<file path="src/rtl/mux_sel_pkg.sv">
// mux_sel_pkg: shared widths, FSM state type and reset constants for the mux select arbiter
package mux_sel_pkg;
  localparam int NREQ = 3;
  localparam int SEL_W = 2;
  typedef enum logic {IDLE, GRANT} state_t;
  localparam logic [SEL_W-1:0] SEL_RESET = 2'b00;
  localparam logic [SEL_W-1:0] LAST_RESET = 2'd2;
endpackage

</file>
<file path="src/rtl/mux_sel_arbiter_rr_pick.sv">
// rr_pick: combinational round-robin search of req starting at start (start 3 treated as 0); found=any req, idx=first hit
module rr_pick
  import mux_sel_pkg::*;
(
  input  logic [NREQ-1:0]  req,
  input  logic [SEL_W-1:0] start,
  output logic             found,
  output logic [SEL_W-1:0] idx
);
  logic [SEL_W-1:0] i0, i1, i2;
  always_comb begin
    i0 = start == 2'd3 ? 2'd0 : start;
    i1 = i0 == 2'd2 ? 2'd0 : i0 + 2'd1;
    i2 = i1 == 2'd2 ? 2'd0 : i1 + 2'd1;
    found = |req;
    idx = req[i0] ? i0 : req[i1] ? i1 : i2;
  end
endmodule

</file>
<file path="src/rtl/mux_sel_arbiter.sv">
// mux_sel_arbiter: round-robin 3:1 mux scheduler with min/max dwell; ports clk, reset (sync active-low), req[2:0] -> sel[1:0], grant[2:0], busy, switch_p
module mux_sel_arbiter
  import mux_sel_pkg::*;
#(
  parameter int MIN_DWELL = 2,
  parameter int MAX_DWELL = 4
) (
  input  logic             clk,
  input  logic             reset,
  input  logic [NREQ-1:0]  req,
  output logic [SEL_W-1:0] sel,
  output logic [NREQ-1:0]  grant,
  output logic             busy,
  output logic             switch_p
);
  state_t state, state_n;
  logic [SEL_W-1:0] cur, cur_n, last, last_n, pick_start, pick_idx;
  logic [3:0] cnt, cnt_n;
  logic [NREQ-1:0] cur_oh, pick_req;
  logic found, rel, sw_n;
  assign cur_oh = NREQ'(1) << cur;
  rr_pick u_pick (.req(pick_req), .start(pick_start), .found(found), .idx(pick_idx));
  // While granted, only the other requesters compete and the search starts after cur
  always_comb begin
    pick_req = state == GRANT ? req & ~cur_oh : req;
    pick_start = (state == GRANT ? cur : last) + 2'd1;
    rel = cnt == 4'(MAX_DWELL - 1) || (!req[cur] && cnt >= 4'(MIN_DWELL - 1));
    state_n = state;
    cur_n = cur;
    last_n = last;
    cnt_n = cnt == 4'd15 ? cnt : cnt + 4'd1;
    sw_n = 1'b0;
    if (cur == 2'd3) begin
      state_n = IDLE;
      cur_n = SEL_RESET;
      cnt_n = '0;
    end else if (state == IDLE) begin
      cnt_n = '0;
      if (found) begin
        state_n = GRANT;
        cur_n = pick_idx;
        sw_n = 1'b1;
      end
    end else if (rel) begin
      last_n = cur;
      cnt_n = '0;
      if (found) begin
        cur_n = pick_idx;
        sw_n = 1'b1;
      end else if (!req[cur]) state_n = IDLE;
    end
  end
  always_ff @(posedge clk) begin
    if (!reset) begin
      state <= IDLE;
      cur <= SEL_RESET;
      last <= LAST_RESET;
      cnt <= '0;
      switch_p <= 1'b0;
    end else begin
      state <= state_n;
      cur <= cur_n;
      last <= last_n;
      cnt <= cnt_n;
      switch_p <= sw_n;
    end
  end
  assign busy = state == GRANT;
  assign grant = busy ? cur_oh : '0;
  assign sel = cur;
endmodule
</file>
<file path="config.mk">
export PLATFORM = sky130hd
export DESIGN_NAME = mux_sel_arbiter
export DESIGN_NICKNAME = d
export VERILOG_FILES = /design/src/rtl/mux_sel_pkg.sv /design/src/rtl/mux_sel_arbiter_rr_pick.sv /design/src/rtl/mux_sel_arbiter.sv
export SDC_FILE = /design/constraint.sdc
export NUM_CORES = 1
export LEC_CHECK = 0
export BUFFER_PORTS_ARGS = -buffer_cell sky130_fd_sc_hd__clkbuf_2
export CORE_ASPECT_RATIO = 0.8
export CORE_MARGIN = 1
export CORE_UTILIZATION = 30
export CTS_BUF_LIST = sky130_fd_sc_hd__clkbuf_4
export CTS_CLUSTER_SIZE = 16
export DETAILED_ROUTE_END_ITERATION = 10
export GPL_ROUTABILITY_DRIVEN = 0
export PLACE_DENSITY_LB_ADDON = 0.3
export SYNTH_ARGS = -nofsm -noshare
export SYNTH_HDL_FRONTEND = slang
export SYNTH_SLANG_ARGS = --single-unit
</file>
<file path="constraint.sdc">
create_clock -name clk -period 2.3 [get_ports clk]
set_input_delay 0.46 -clock clk [delete_from_list [all_inputs] [get_ports clk]]
set_output_delay 0.46 -clock clk [all_outputs]
set_load 0.02 [all_outputs]
</file>
**Yosys cells after proc, flatten, opt, wreduce, memory -nomap -nowiden**

Cells that the tools add are included.

- Register bits after elaboration: 10
- Input bits: 5
- Output and inout bits: 7
- Word-level logic and storage cells: 57

- Add/sub/neg operators: 4
- $lt $le $gt $ge: 4
- Eq/ne operators: 7
- Shift operators: 1
- Multiplexer cells: 24
- Bitwise gates (word level): 5
- Reductions and logical operators: 7

Operators by type and width:

| operator | number |
|---|---|
| 2-to-1 mux 2 bit | 9 |
| 2-to-1 mux 1 bit | 10 |
| < comparator 2 x 3 -> 1 bit (second input constant) | 3 |
| equality test 2 bit (second input constant) | 4 |
| adder 2 x 1 -> 2 bit (second input constant) | 3 |
| binary-select mux 1 bit (select 2 bit) | 3 |
| 2-to-1 mux 3 bit | 2 |
| adder 4 x 1 -> 4 bit (second input constant) | 1 |
| equality test 4 x 2 -> 1 bit (second input constant) | 1 |
| equality test 4 bit (second input constant) | 1 |
| greater-or-equal comparator 4 x 1 -> 1 bit (second input constant) | 1 |
| OR reduction 4 bit | 1 |
| AND 3 bit | 1 |
| inverter 1 bit | 3 |
| inverter 3 bit | 1 |
| AND reduction 3 bit | 1 |
| OR reduction 3 bit | 1 |
| left shift 1 x 2 -> 3 bit (first input constant) | 1 |
| inequality test 2 x 1 -> 1 bit (second input constant) | 1 |
| OR reduction 2 bit | 1 |
| logical AND 1 bit | 1 |
| logical NOT 1 bit | 1 |
| logical OR 1 bit | 1 |

**Depth between registers and ports, before layout**

Gate-level depths: netlist (run 1).

- Depth in word-level cells: 13
- Gate-level depth with buffers: 6
- Depth with buffers taken out: 6

**Cells and area by module**

Synthesis (run 1) repeated with hierarchy kept, for this count alone.

- Cell total of the unflattened synthesis: 87
- Area total of the unflattened synthesis: 708.2 sq um

By module, submodules not included:

| module | times used | cells an instance | area each (sq um) | sequential area each (sq um) |
|---|---|---|---|---|
| mux_sel_arbiter | 1 | 72 | 609.3 | 200.2 |
| rr_pick | 1 | 15 | 98.8 | 0.0 |

**Least setup slack after synthesis (run 1)**

No wires, ideal clock.

- Path type: reg2reg
- Start point: reg state, in the netlist busy
- End point: reg cur[1], in the netlist sel[1]
- Library setup time: 0.119 ns
- Arrival time: 1.669 ns
- Required time: 2.181 ns
- Slack: 0.512 ns
- Stages on the path, launching flop included: 6
- Path buffers: 1
- Period minus slack after synthesis: 1.788 ns
- Path through: dfxtp_1 -> buf_2 -> nor3b_1 -> nand4b_1 -> a31o_2 -> mux2i_1

- Word-level cells in the longest chain between the ends: 13
- Elaborated cells on any way between the ends: 22
- Those cells by class: 3 x add/sub; 4 x eq/ne; 14 x mux; 1 x reduce/logical

RTL lines:

| item | line | source |
|---|---|---|
| start, declared | mux_sel_arbiter.sv:16 | `state_t state, state_n;` |
| start signal, assigned | mux_sel_arbiter.sv:61 | `state <= state_n;` |
| 2-to-1 mux 2 bit | mux_sel_arbiter.sv:26 | `pick_start = (state == GRANT ? cur : last) + 2'd1;` |
| adder 2 x 1 -> 2 bit | mux_sel_arbiter.sv:26 |  |
| equality test 2 bit | mux_sel_arbiter_rr_pick.sv:12 | `i0 = start == 2'd3 ? 2'd0 : start;` |
| 2-to-1 mux 2 bit | mux_sel_arbiter_rr_pick.sv:12 |  |
| adder 2 x 1 -> 2 bit or equality test 2 bit (tied branches) | mux_sel_arbiter_rr_pick.sv:13 | `i1 = i0 == 2'd2 ? 2'd0 : i0 + 2'd1;` |
| 2-to-1 mux 2 bit | mux_sel_arbiter_rr_pick.sv:13 |  |
| adder 2 x 1 -> 2 bit (tied with other cells) | mux_sel_arbiter_rr_pick.sv:14 | `i2 = i1 == 2'd2 ? 2'd0 : i1 + 2'd1;` |
| 2-to-1 mux 2 bit or 2-to-1 mux 1 bit (tied branches) | mux_sel_arbiter_rr_pick.sv:14, mux_sel_arbiter_rr_pick.sv:16 |  |
| 2-to-1 mux 2 bit (2 in series) | mux_sel_arbiter_rr_pick.sv:16 | `idx = req[i0] ? i0 : req[i1] ? i1 : i2;` |
| 2-to-1 mux 2 bit | mux_sel_arbiter.sv:39, mux_sel_arbiter.sv:47 |  |
| 2-to-1 mux 2 bit | mux_sel_arbiter.sv:44 | `end else if (rel) begin` |
| 2-to-1 mux 2 bit | mux_sel_arbiter.sv:37 | `end else if (state == IDLE) begin` |
| end signal, assigned | mux_sel_arbiter.sv:62 | `cur <= cur_n;` |
| end, declared | mux_sel_arbiter.sv:17 | `logic [SEL_W-1:0] cur, cur_n, last, last_n, pick_start, pick_idx;` |

Parallel ways exist; a longest one is shown, timed or not. The select of a mux whose other input is x is not followed.
A chain may end at the register's enable or synchronous reset.

**Worst setup path in the final report (run 1)**

- Start point: reg state, in the netlist busy
- End point: out grant[0]

- Word-level cells in the longest chain between the ends: 1

RTL lines:

| item | line | source |
|---|---|---|
| 2-to-1 mux 3 bit | mux_sel_arbiter.sv:69 | `assign grant = busy ? cur_oh : '0;` |
| end, declared | mux_sel_arbiter.sv:12 | `output logic [NREQ-1:0] grant,` |

No other way between the ends.

==> results.yml, run 1 <==
run_status:
  status: "finished clean"
global_route:
  overflow: 0
  grtUsageTotal_pct: 13.5
  antenna_found_initial: 0
  grt_start_max_net_pins: 13
  grt_pass1_wl_mm: 2.20
  grt_pass1_vias: 529
route:
  finalWirelength_mm: 1.34
  route.detailed.drc: 0
  drt-met1-wl_um: 662
  detailroute.wirelength.met3_um: 81
  postRouteAntennaNets: 0
  top_layer: "met4"
  vias_per_cell: 5.16
  dr_wl_met2_um: 551
  routedWlPerCell_um: 11.7
  num_vias: 588
  drt_iter0_drc: 11
  dr.pass1.iters: 4
die:
  dieHeight_um: 44.3
  dieArea_um2: 2430
  core_um2: 2000
  pin_count: 12
  start_util_pct: 33.6
  fp.dieW_um: 54.9
  fp-row-count: 14
synth:
  seq_area_frac_synth_pct: 29.8
  yosysTopAreaCellShare_pct: 29.8
  synth_top_cells_by_area: "dfxtp_1 (30%), mux2i_1 (8.9%), ha_1 (5.6%)"
  ys.warnings.count: 0
  ys_ff_latch: 10
  syn-mean-instance-area_um2: 8.61
  syn_inst: 78
  synth_area_um2: 672
  synth_nets: 86
  synth_area_leader_cell: "dfxtp_1"
  yosys.cell_types.count: 39
timing:
  finalHoldViolations: 0
  period_minus_slack_ns: 1.89
  period_share_pct: 82.1
  max_slew.worst_pin.slew_ns: 0.544
  fin_worst_skew_ns: 0.00766
  tns_ns: 0
  rsz0062_at_grt: "false"
  setup_violations: 0
  max_freq_ghz: 0.530
  relSlewSlack_pct: 63.6
  drv_slew: 0
power_and_ir_drop:
  leakage_nw: 0.336
  design_power_total_mw: 0.668
  vdd_drop_max_mv: 0.317
  power_per_cell_area_nw_per_um2: 872
min_path:
  min_path_type: "in -> reg"
cts:
  post_cts_resized: 0
  cts_max_level: 1
  cts_root_buffer: "clkbuf_4"
  cts_tree: "built"
  cts-hold-fix-buffers: 0
  cts-buffers-inserted: 3
  cts.clk_slew.worst_paths_ns: 0.07
  cts_setup_buffers: 0
  cts.sinks: 10
  insertion_delay_ns: 0.27
  cts_buffer_depth: 2
worst_setup_path:
  crit_arrival_ns: 1.43
  crit_required_ns: 1.84
  criticalPathCategory: "reg -> out"
  critPathMaxFanout: 12
  start_kind: "flop"
  crit_path_end_kind: "primary output"
placed_design:
  hpwl_um: 997
  port-buffer-count: 11
  placedCellCount: 110
  place_area_um2: 739
cells_and_area:
  fillCellCount: 222
  stdcell_area_um2: 766
  antenna_cells: 0
  areaGrowthSynthToFinish_pct: 14.0
  fin_cells: 114
  fin_nets: 99
  utilization_pct: 38.3
  drive_gt1_share_pct: 24.4
run:
  max_cap_viol_count: 0
## cell usage after synthesis
cell and count:
o211a_1 1, a21o_2 1, mux2i_1 6, buf_4 1, buf_2 2, nand3b_1 2
a21boi_1 1, o21ai_0 2, a211o_1 1, o211ai_1 1, o311ai_0 1, dfxtp_1 10
or3b_4 1, a22oi_1 1, or4b_1 1, nor3b_1 2, nor2_1 8, ha_1 3
o211ai_2 1, nor3_1 2, and2_4 1, xnor2_1 1, nor4b_1 1, nand3_1 2
nand3_2 1, a31oi_1 1, a21bo_2 1, a221oi_1 1, or2_2 1, or3_1 2
a31o_2 1, nand4b_1 1, nor2b_1 1, nand2_1 6, and3b_1 1, a211oi_1 1
inv_1 4, nand2b_1 1, a21oi_1 2
## per-stage QoR
step	hold slack, ns	setup slack [ns]
finish	0.427	0.412
global route	0.430	0.341
CTS	0.425	0.410
detailed placement	0.533	0.545
global placement	0.519	0.555
floorplan	0.488	0.512
## critical path: stages (launching register included)
cell	delay (ns)
dfxtp_1	0.55
nor3b_1	0.37
clkbuf_2	0.24
## area by class of cell
class / instances / area [um^2] / share of cell area [%]
Multi-Input combinational cell: 61 / 439 / 57.4
Sequential cell: 10 / 200 / 26.1
Timing Repair Buffer: 11 / 55.1 / 7.19
Tap cell: 24 / 30.0 / 3.92
Clock buffer: 3 / 22.5 / 2.94
Inverter: 4 / 15.0 / 1.96
Clock inverter: 1 / 3.75 / 0.490
## kinds of logic (layout without fill, tap and decap cells)
logic type                 Yosys count  in the layout  share of synthesized area (%)
and+or+nand+nor                     34             34                           29.8
AOI/OAI and AO/OA                   17             17                           19.7
DFF                                 10             10                           29.8
buffers and inverters                7             19                           4.84
muxes                                6              6                           8.94
adders and majority gates            3              3                           5.59
xor gates and xnor gates             1              1                           1.30
## flip-flops by register name, summed over array words and instances, names as in the netlist
name and flops:
last 2, sel 2, switch_p 1, cnt 4, busy 1
## power breakdown
group | switching, mW | internal (mW)
clock | 0.0626 | 0.0628
combinational | 0.149 | 0.128
sequential | 0.0586 | 0.207
total | 0.270 | 0.398
## routing by layer
| layer | vias to the layer above | global-route usage, % |
|---|---|---|
| met2 | 10 | 19.5 |
| met5 | - | 0 |
| met4 | 0 | 10.5 |
| met3 | 5 | 5.15 |
| met1 | 262 | 15.9 |
| li1 | 311 | - |
## path summary, 6_finish.rpt
path,from,endpoint,slack (ns),cells after the start
setup / recovery,busy$_SDFF_PP0_,grant[0],0.41,2
setup reg to reg,cnt[0]$_SDFFE_PP0P_,sel[0]$_SDFFE_PP0P_,0.54,5
hold reg to reg,last[0]$_SDFFE_PN0P_,last[0]$_SDFFE_PN0P_,0.54,1
hold / removal,reset,last[1]$_SDFFE_PN1P_,0.43,2
## cell usage in the layout (no fill, tap or decap), types with 2 or more instances in the layout
| cell type | instances |
|---|---|
| a21oi_1 | 2 |
| clkbuf_2 | 11 |
| clkbuf_4 | 3 |
| dfxtp_1 | 10 |
| ha_1 | 3 |
| inv_1 | 4 |
| mux2i_1 | 6 |
| nand2_1 | 6 |
| nand3_1 | 2 |
| nand3b_1 | 2 |
| nor2_1 | 8 |
| nor3_1 | 2 |
| nor3b_1 | 2 |
| o21ai_0 | 2 |
| or3_1 | 2 |
Power figures use the tool's default switching activity.
==> inputs of run 2 (changes only) <==
--- a/config.mk
+++ b/config.mk
@@ -5,6 +5,7 @@
 export SDC_FILE = /design/constraint.sdc
 export NUM_CORES = 1
 export LEC_CHECK = 0
+export ABC_AREA = 1
 export BUFFER_PORTS_ARGS = -buffer_cell sky130_fd_sc_hd__clkbuf_2
 export CORE_ASPECT_RATIO = 0.8
 export CORE_MARGIN = 1
==> constraint.sdc (replaced) <==
create_clock -name clk -period 1.8 [get_ports clk]
set_input_delay 0.36 -clock clk [delete_from_list [all_inputs] [get_ports clk]]
set_output_delay 0.36 -clock clk [all_outputs]
set_load 0.02 [all_outputs]
==> results.yml, run 2 <==
placed_design:
  hpwl_mm: 1.14
  port-buffer-count: 11
  place_area_um2: 736
  place_ws_ns: 0.392
synth:
  yosysMostFrequentCell: "nand2_1"
  syn_inst: 104
  synthTopCellsByCount: "nand2_1 (31), inv_1 (12), nor2_1 (11)"
  synth_top_cells_by_area: "dfxtp_1 (30%), nand2_1 (18%), nand3_1 (7.6%)"
  synthFlopType: "dfxtp_1"
  ys_async_sr_fraction_pct: 0
  synth_nets: 112
  ys.warnings.count: 0
  yosys.cell_types.count: 21
  synth_area_leader_cell: "dfxtp_1"
  synth_edf_count: 0
  synth_area_um2: 662
  seq_area_frac_synth_pct: 30.2
  ys_ff_latch: 10
  syn-mean-instance-area_um2: 6.36
  yosysTopAreaCellShare_pct: 30.2
run_status:
  status: "finished clean"
timing:
  period_minus_slack_ns: 1.60
  max_freq_ghz: 0.623
  tns_ns: 0
  fin_worst_skew_ns: 0.000719
  setup_violations: 0
  drv_slew: 0
  relSlewSlack_pct: 77.9
  finalHoldViolations: 0
  finalWorstSetupSlack_ns: 0.195
  period_share_pct: 89.1
  rsz0062_at_grt: "false"
  max_slew.worst_pin.slew_ns: 0.331
global_route:
  grt_pass1_wl_mm: 2.28
  antenna_found_initial: 0
  grt_start_max_net_pins: 10
  use_met2_pct: 19.5
  busiest_layer: "met2"
  use_met3_pct: 6.53
  met1_usage_pct: 17.3
  overflow: 0
  grtUsageTotal_pct: 13.5
  grt_pass1_vias: 572
worst_setup_path:
  criticalPathCategory: "reg -> out"
  crit_arrival_ns: 1.24
  startpoint: "busy$_SDFF_PP0_"
  start_kind: "flop"
  crit_path_end_kind: "primary output"
  r2r_start: "busy$_SDFF_PP0_"
  crit_required_ns: 1.44
  critPathMaxFanout: 9
  r2r.worst_path.cells: 7
cts:
  cts-hold-fix-buffers: 0
  cts-buffers-inserted: 3
  cts_max_level: 1
  cts_setup_buffers: 0
  cts.sinks: 10
  cts_root_buffer: "clkbuf_4"
  post_cts_resized: 0
  cts_buffer_depth: 2
  insertion_delay_ns: 0.26
  cts.clk_slew.worst_paths_ns: 0.06
  cts_tree: "built"
die:
  pin_count: 12
  fp.dieW_um: 54.5
  start_util_pct: 33.4
  fp-row-count: 14
  dieArea_um2: 2400
  dieHeight_um: 44.0
  core_um2: 1980
power_and_ir_drop:
  leakage_nw: 0.407
  vdd_drop_max_mv: 0.709
  power_per_cell_area_nw_per_um2: 1570
route:
  routedWlPerCell_um: 9.79
  drt_iter0_drc: 20
  finalWirelength_mm: 1.38
  num_vias: 676
  route.detailed.drc: 0
  vias_per_cell: 4.79
  dr.pass1.iters: 4
  postRouteAntennaNets: 0
run:
  max_cap_viol_count: 0
cells_and_area:
  utilization_pct: 38.3
  stdcell_area_um2: 758
  fin_nets: 127
  layout_common_cells: "nand2_1 (31), inv_1 (12), nor2_1 (11), clkbuf_2 (11)"
  fillCellCount: 216
  antenna_cells: 0
  drive_gt1_share_pct: 21.4
  top_register: "cnt"
  areaGrowthSynthToFinish_pct: 14.6
  layout_commonest_cell: "nand2_1"
  largest_reg_flops: 4
min_path:
  min-delay-start: "reset"
  min_path_type: "in -> reg"
  hold_path_depth: 2
==> run 2: metrics by stage <==
stage	instances	total power, mW	hold slack (ns)
after floorplan	104	0.897	0.438
after global placement	138	1.04	0.454
after detailed placement	138	1.04	0.461
final	141	1.19	0.293
after global routing	141	1.31	0.291
after CTS	141	1.19	0.290
==> run 2: per-layer routing <==
| layer | routed length [um] | vias to the layer above | part of all wire (%) |
|---|---|---|---|
| met5 | 0 | - | 0 |
| met4 | 26 | 0 | 1.9 |
| met3 | 102 | 4 | 7.4 |
| met2 | 572 | 24 | 41 |
| met1 | 678 | 291 | 49 |
| li1 | - | 357 | - |
==> run 2: path summary, 6_finish.rpt <==
path,slack [ns],to
max,0.20,grant[1]
max reg2reg,0.37,sel[1]$_SDFFE_PP0P_
min reg2reg,0.48,last[0]$_SDFFE_PN0P_
min,0.29,last[1]$_SDFFE_PN1P_
==> run 2: layout make-up <==
class / count / area, um^2 / area share [%]
Clock buffer: 3 / 22.5 / 2.97
Inverter: 15 / 56.3 / 7.43
Multi-Input combinational cell: 78 / 394 / 52.0
Sequential cell: 10 / 200 / 26.4
Tap cell: 24 / 30.0 / 3.96
Timing Repair Buffer: 11 / 55.1 / 7.26
==> run 2: cell families after synthesis <==
logic type | synth area share, %
compound gates | 11.0
buf+inv | 10.2
flops | 30.2
simple gates | 40.3
xor+xnor | 2.65
fa+ha+maj | 5.67
==> run 2: power breakdown <==
group | total [mW] | switching [mW] | leakage (nW) | internal, mW
registers | 0.370 | 0.0863 | 0.0821 | 0.283
logic | 0.669 | 0.438 | 0.311 | 0.232
clock network | 0.150 | 0.0725 | 0.0138 | 0.0771
==> run 2: critical path: stages, from the launching register on <==
cell      delay [ns]
dfxtp_1         0.51
nand2_2         0.11
nor2_1          0.16
clkbuf_2        0.20
